===== src/rtl/seven_segment_capture_if.sv =====
// Scanned seven-segment bus as seen by the capture block, plus the rebuilt frame it publishes.
interface seven_segment_capture_if #(
    parameter int unsigned w_digit = 4
);
    logic [7:0]           abcdefgh;
    logic [w_digit-1:0]   digit;
    logic [w_digit*4-1:0] number;
    logic [w_digit-1:0]   dots;
    logic                 valid;
    logic                 seg_err;

    // Bus driver / frame consumer side
    modport master (
        output abcdefgh,
        output digit,
        input  number,
        input  dots,
        input  valid,
        input  seg_err
    );

    // Capture block side
    modport slave (
        input  abcdefgh,
        input  digit,
        output number,
        output dots,
        output valid,
        output seg_err
    );
endinterface


===== src/rtl/seven_segment_capture.sv =====
// Rebuilds a hex number and dot pattern from a multiplexed abcdefgh/digit display bus.
module seven_segment_capture #(
    parameter int unsigned w_digit       = 4,
    parameter int unsigned stable_cycles = 16
) (
    input  logic                  clk,
    input  logic                  rst_n,
    seven_segment_capture_if.slave bus
);

    localparam int unsigned STAB_W = $clog2(stable_cycles + 1);
    localparam int unsigned IDX_W  = (w_digit > 1) ? $clog2(w_digit) : 1;
    localparam int unsigned NUM_W  = w_digit * 4;
    localparam int unsigned PAIR_W = w_digit + 8;

    logic [7:0]         seg_s1_q, seg_s1_d, seg_s2_q, seg_s2_d;
    logic [w_digit-1:0] dig_s1_q, dig_s1_d, dig_s2_q, dig_s2_d;
    logic [PAIR_W-1:0]  pair_prev_q, pair_prev_d;
    logic [STAB_W-1:0]  stab_q, stab_d;
    logic [NUM_W-1:0]   shadow_num_q, shadow_num_d;
    logic [w_digit-1:0] shadow_dot_q, shadow_dot_d;
    logic [w_digit-1:0] shadow_bad_q, shadow_bad_d;
    logic [w_digit-1:0] seen_q, seen_d;
    logic [NUM_W-1:0]   number_q, number_d;
    logic [w_digit-1:0] dots_q, dots_d;
    logic               valid_q, valid_d;
    logic               seg_err_q, seg_err_d;

    logic               same_c;
    logic               one_hot_c;
    logic               capture_c;
    logic [IDX_W-1:0]   cap_idx_c;
    logic [3:0]         nibble_c;
    logic               bad_c;

    // Two-flop synchronizers and previous-cycle copy of the synchronized pair
    always_comb begin
        seg_s1_d    = bus.abcdefgh;
        seg_s2_d    = seg_s1_q;
        dig_s1_d    = bus.digit;
        dig_s2_d    = dig_s1_q;
        pair_prev_d = {dig_s2_q, seg_s2_q};
    end

    // Stability counter: restarts on any change, saturates at stable_cycles
    always_comb begin
        same_c = ({dig_s2_q, seg_s2_q} == pair_prev_q);
        stab_d = stab_q;
        if (!same_c) begin
            stab_d = '0;
        end else if (stab_q != STAB_W'(stable_cycles)) begin
            stab_d = stab_q + STAB_W'(1);
        end
    end

    // Digit select qualification and slot index of the one-hot bit
    always_comb begin
        one_hot_c = (dig_s2_q != '0) && ((dig_s2_q & (dig_s2_q - w_digit'(1))) == '0);
        cap_idx_c = '0;
        for (int unsigned i = 0; i < w_digit; i++) begin
            if (dig_s2_q[i]) begin
                cap_idx_c = IDX_W'(i);
            end
        end
        capture_c = same_c && one_hot_c && (stab_q == STAB_W'(stable_cycles - 1));
    end

    // Segment pattern a..g back to a nibble; anything off-table is flagged
    always_comb begin
        nibble_c = 4'h0;
        bad_c    = 1'b0;
        case (seg_s2_q[7:1])
            7'b1111110: nibble_c = 4'h0;
            7'b0110000: nibble_c = 4'h1;
            7'b1101101: nibble_c = 4'h2;
            7'b1111001: nibble_c = 4'h3;
            7'b0110011: nibble_c = 4'h4;
            7'b1011011: nibble_c = 4'h5;
            7'b1011111: nibble_c = 4'h6;
            7'b1110000: nibble_c = 4'h7;
            7'b1111111: nibble_c = 4'h8;
            7'b1110011: nibble_c = 4'h9;
            7'b1110111: nibble_c = 4'hA;
            7'b0011111: nibble_c = 4'hB;
            7'b1001110: nibble_c = 4'hC;
            7'b0111101: nibble_c = 4'hD;
            7'b1001111: nibble_c = 4'hE;
            7'b1000111: nibble_c = 4'hF;
            default: begin
                nibble_c = 4'h0;
                bad_c    = 1'b1;
            end
        endcase
    end

    // Shadow slot update and frame commit once every position has been seen
    always_comb begin
        shadow_num_d = shadow_num_q;
        shadow_dot_d = shadow_dot_q;
        shadow_bad_d = shadow_bad_q;
        seen_d       = seen_q;
        number_d     = number_q;
        dots_d       = dots_q;
        seg_err_d    = seg_err_q;
        valid_d      = 1'b0;
        if (capture_c) begin
            shadow_num_d[{cap_idx_c, 2'b00} +: 4] = nibble_c;
            shadow_dot_d[cap_idx_c]               = seg_s2_q[0];
            shadow_bad_d[cap_idx_c]               = bad_c;
            seen_d                                = seen_q | dig_s2_q;
            if (&seen_d) begin
                number_d     = shadow_num_d;
                dots_d       = shadow_dot_d;
                seg_err_d    = |shadow_bad_d;
                valid_d      = 1'b1;
                seen_d       = '0;
                shadow_bad_d = '0;
            end
        end
    end

    // State registers
    always_ff @(posedge clk or negedge rst_n) begin
        if (!rst_n) begin
            seg_s1_q     <= '0;
            seg_s2_q     <= '0;
            dig_s1_q     <= '0;
            dig_s2_q     <= '0;
            pair_prev_q  <= '0;
            stab_q       <= '0;
            shadow_num_q <= '0;
            shadow_dot_q <= '0;
            shadow_bad_q <= '0;
            seen_q       <= '0;
            number_q     <= '0;
            dots_q       <= '0;
            valid_q      <= 1'b0;
            seg_err_q    <= 1'b0;
        end else begin
            seg_s1_q     <= seg_s1_d;
            seg_s2_q     <= seg_s2_d;
            dig_s1_q     <= dig_s1_d;
            dig_s2_q     <= dig_s2_d;
            pair_prev_q  <= pair_prev_d;
            stab_q       <= stab_d;
            shadow_num_q <= shadow_num_d;
            shadow_dot_q <= shadow_dot_d;
            shadow_bad_q <= shadow_bad_d;
            seen_q       <= seen_d;
            number_q     <= number_d;
            dots_q       <= dots_d;
            valid_q      <= valid_d;
            seg_err_q    <= seg_err_d;
        end
    end

    assign bus.number  = number_q;
    assign bus.dots    = dots_q;
    assign bus.valid   = valid_q;
    assign bus.seg_err = seg_err_q;

endmodule


===== src/flat_wrapper.sv =====
// flat-port wrapper written by rule: the top's interface ports become plain ports
module seven_segment_capture_flat 
#(
    parameter int unsigned w_digit       = 4,
    parameter int unsigned stable_cycles = 16
)
  (clk, rst_n, bus_abcdefgh, bus_digit, bus_number, bus_dots, bus_valid, bus_seg_err);
  seven_segment_capture_if #(.w_digit(w_digit)) bus_i ();
  input  logic clk;
  input  logic rst_n;
  input wire logic [$bits(bus_i.abcdefgh)-1:0] bus_abcdefgh;
  input wire logic [$bits(bus_i.digit)-1:0] bus_digit;
  output wire logic [$bits(bus_i.number)-1:0] bus_number;
  output wire logic [$bits(bus_i.dots)-1:0] bus_dots;
  output wire logic [$bits(bus_i.valid)-1:0] bus_valid;
  output wire logic [$bits(bus_i.seg_err)-1:0] bus_seg_err;
  assign bus_i.abcdefgh = bus_abcdefgh;
  assign bus_i.digit = bus_digit;
  assign bus_number = bus_i.number;
  assign bus_dots = bus_i.dots;
  assign bus_valid = bus_i.valid;
  assign bus_seg_err = bus_i.seg_err;
  seven_segment_capture #(.w_digit(w_digit), .stable_cycles(stable_cycles)) u_core (.clk(clk), .rst_n(rst_n), .bus(bus_i));
endmodule

===== config.mk =====
export PLATFORM = sky130hd
export DESIGN_NAME = seven_segment_capture_flat
export DESIGN_NICKNAME = d
export VERILOG_FILES = /design/src/rtl/seven_segment_capture_if.sv /design/src/rtl/seven_segment_capture.sv /design/src/flat_wrapper.sv
export SDC_FILE = /design/constraint.sdc
export NUM_CORES = 1
export LEC_CHECK = 0
export ABC_AREA = 0
export CORE_MARGIN = 2
export CORE_UTILIZATION = 54
export CTS_BUF_LIST = sky130_fd_sc_hd__clkbuf_8
export DETAILED_ROUTE_END_ITERATION = 10
export GPL_TIMING_DRIVEN = 0
export PLACE_DENSITY = 0.78
export SLEW_MARGIN = 20
export SYNTH_ARGS = -nofsm -noshare
export SYNTH_HDL_FRONTEND = slang
export SYNTH_SLANG_ARGS = --single-unit
export TNS_END_PERCENT = 30

===== constraint.sdc =====
create_clock -name clk -period 2.1 [get_ports clk]
set_clock_uncertainty 0.1 [all_clocks]
set_input_delay 0.42 -clock clk [delete_from_list [all_inputs] [get_ports clk]]
set_output_delay 0.42 -clock clk [all_outputs]
set_load 0.01 [all_outputs]

==> summary.txt <==
Routing
  • ANT nets after route: 0
  • Drt via density: approximately 6.3
  • WL per Instance: roughly 21 µm
  • Via Count: 3640
  • DR pass1 iterations: 5
  • Routed Wire Length: about 12000 µm
  • DRT iter0 DRCs: 367
  • DRC Markers: 0

Worst hold path
  • Hold Startpoint: u_core.dig_s1_q[0]$_DFF_PN0_
  • WHS Endpoint: u_core.dig_s2_q[0]$_DFF_PN0_
  • Worst Hold Class: flop to flop
  • Hold path depth: 0

Worst setup path
  • WP data arrival: 2530 ps
  • Reg2reg path depth: 8
  • Endpoint class of the critical path: flop
  • CP max FO: 10
  • Most Frequent Cell on Critical Path: buf_4
  • R2R setup slack: -230 ps
  • Critical path buffers and inverters: 3
  • CP Class: flop to flop
  • Worst Setup SP: u_core.seg_s2_q[1]$_DFF_PN0_
  • CP Data Required Time: about 2300 ps
  • CP max stage delay: roughly 440 ps
  • Reg2reg start: u_core.seg_s2_q[1]$_DFF_PN0_
  • Startpoint type of the worst setup path: flop
  • Slowest cell on the critical path: dfrtp_2
  • Reg2Reg Capture Point: u_core.shadow_bad_q[1]$_DFFE_PN0P_
  • Cell chain of the critical path: buf_4 -> buf_2 -> or4bb_1 -> nand4_1 -> a221oi_2 -> nand3b_1 -> buf_4 -> o21ai_1
  • Crit path max-delay family: simple AND/OR/NAND/NOR gates

Die
  • # rows: 32
  • Die outline height: approximately 94 µm
  • Die area: 8750 µm²
  • Die width: 93.5 µm
  • IO Pins: 36
  • CORE AREA: between 7000 and 8000 µm²
  • Initial core utilization: between 50% and 60%

Global route
  • GRT Residual Overflow: 0
  • Initial antenna violation count: 0
  • Number of global-route vias before repair: 3479
  • Largest net degree at the start of global routing: 52
  • All-Layer GR Usage: 25.0%
  • First-pass GRT wire length: ~17000 µm

Pwr
  • P_int: ~0.0025 W
  • Switching share of power: a little over a quarter
  • Pwr dens: 587 nW/µm²
  • Leak pwr: ~2.5 nW
  • Clock Power Share: between 30% and 40%
  • Comb pwr share: a little under an eighth
  • Switching Power: roughly 0.00095 W
  • Total power: between 0.003 and 0.004 W
  • Flop pwr share: between 50% and 60%
  • VDD IR max: 0.511 mV

Logic synthesis
  • Post-synth ARST share: 100%
  • Syn_area_per_cell: 11.4 µm²
  • Gate Count Post-Synth: 381
  • Ys flop type: dfrtp_1
  • Yosys cell types: 60
  • YS warnings: 0
  • Syn nets: around 410
  • FF+latch count, synth: slightly above 90
  • Mapped Area: 4330 µm²
  • Sequential area share after synthesis: approximately 53%
  • EDFF count, synth: 0

CTS
  • Worst skew pair latency: 390 ps
  • Clock tree sinks: between 90 and 100
  • CTS root buf: clkbuf_8
  • CTS clk-pin slew, worst paths: 100 ps
  • TritonCTS clock tree: yes
  • Clk buf depth: 2
  • TritonCTS Buffers: 9
  • H-Tree Depth: 3

Final layout
  • Diode count: 0
  • Share of cells above drive strength 1: between 30% and 40%
  • Area grow syn2layout: 37.3%
  • Final Core Density: 76.9%
  • Fin nets: around 500
  • Commonest non-fill, non-tap cell in the layout: dfrtp_1
  • Commonest non-fill, non-tap cells in the layout: dfrtp_1, buf_4, clkdlybuf4s50_1, inv_1, nor2_1

Timing
  • Worst-Margin Slew: 855 ps
  • Final slew viol count: 0
  • Worst slew margin: approximately 43%
  • Min cycle time layout: roughly 2300 ps
  • F_max: between 0.4 and 0.5 GHz
  • Final setup violating endpoints: 44
  • Hold Slack: roughly 260 ps
  • Period utilization: 111%
  • RSZ-0062 raised after global routing: true
  • Final hold vios: 0
  • Total Neg Setup Slack: -5330 ps
  • Worst setup margin: -227 ps

Placement
  • Post-detail-place hpwl: between 6000 and 7000 µm
  • Routability cong.: between 0.9 and 1
  • Number of port buffers: 35

Job
  • Max-Cap Viols: 0

Run status
  • Violated checks: negative setup slack
  • Status: finished, violations left
cells by family (layout without fill, tap and decap cells):
family	after synthesis	after routing	synth area share [%]
AO/OA/AOI/OAI	93	93	15.4
XOR/XNOR	16	16	3.76
adder cells (fa/ha/maj)	11	11	3.18
buffers and inverters	45	143	5.03
flip-flops	91	91	52.6
multiplexers	17	17	4.54
AND/OR/NAND/NOR	108	108	15.5
flip-flops by register name, indices dropped and copies added (netlist names):
signal / count
u_core.bus.valid: 1
u_core.pair_prev_q: 12
u_core.seg_s1_q: 8
u_core.bus.dots: 4
u_core.dig_s2_q: 4
u_core.seg_s2_q: 8
u_core.shadow_bad_q: 4
u_core.stab_q: 5
u_core.bus.seg_err: 1
u_core.shadow_num_q: 16
u_core.bus.number: 16
u_core.dig_s1_q: 4
u_core.shadow_dot_q: 4
u_core.seen_q: 4
repair_timing:
action	in CTS	in global routing
pin swaps	28	22
endpoints found under the setup margin	51	52
hold endpoints to repair	40	0
gates resized for setup	59	70
buffers inserted	24	20
hold buffers	1	0
gates cloned	1	2
synth_stat cells (all sizes together) (4+ instances only):
master	count	area share, %
buf	13	2.3
o22ai	8	1.2
nor3	9	1.6
nand2	9	0.78
dfrtp	91	53
nand3b	7	1.2
o21ai	13	1.6
a21oi	17	2.0
a32o	8	1.9
nor2	22	1.9
ha	11	3.2
nand2b	6	0.87
a31oi	16	2.3
nand3	18	2.1
or3	4	0.69
xnor2	14	3.4
mux2i	5	1.2
o31ai	5	0.87
inv	22	1.9
mux2	12	3.4
a22o	8	1.6
or2	8	1.2
clkbuf	10	0.87
nand4	6	1.2
metal layers:
metal	wire, µm	global-route usage (%)
met1	4710	32.9
met2	6390	41.4
met3	733	4.03
met4	299	9.93
met5	0	0
per-stage QoR:
step,worst slack (ps),instance area (µm²),std cells
global route,-309,5940,581
CTS,-203,5490,561
detailed placement,-438,4850,519
floorplan,-118,4340,381
global placement,-2640,4820,518
finish,-227,5940,581
power groups by stage:
stage / registers, W / clock network (W) / logic, W
final: 0.00182 / 0.00127 / 0.000396
after global routing: 0.00182 / 0.00135 / 0.000421
after CTS: 0.00181 / 0.00126 / 0.000323
after detailed placement: 0.00185 / 0 / 0.000263
after global placement: 0.00184 / 0 / 0.000249
after floorplan: 0.00184 / 0 / 0.000161
how the worst max path moves through the flow:
stage / end / slack, ps / cells after the start
after CTS: u_core.bus.number[5]$_DFFE_PN0P_ / -200 / 7
after detailed placement: u_core.bus.number[3]$_DFFE_PN0P_ / -440 / 6
after global routing: u_core.shadow_bad_q[0]$_DFFE_PN0P_ / -310 / 8
after floorplan: u_core.bus.number[11]$_DFFE_PN0P_ / -120 / 8
final: u_core.shadow_bad_q[1]$_DFFE_PN0P_ / -230 / 8
after global placement: u_core.bus.number[11]$_DFFE_PN0P_ / -2640 / 1
worst register-to-register path: stages (launching register included):
cell and delay, ps:
dfrtp_2 440, buf_4 150, buf_2 180, or4bb_1 190, nand4_1 150, a221oi_2 380, nand3b_1 240, buf_4 210
o21ai_1 190
layout make-up:
class / instances / area (µm²)
clock buffers: 9 / 124
flip-flops and latches: 91 / 2290
fillers: 429 / 1790
well taps: 102 / 128
repair buffers: 83 / 797
multi-input cells: 245 / 2230
inverters: 22 / 87.6
clock inverters: 7 / 83.8
plain buffers: 22 / 201
(Power assumes the default switching activity.)
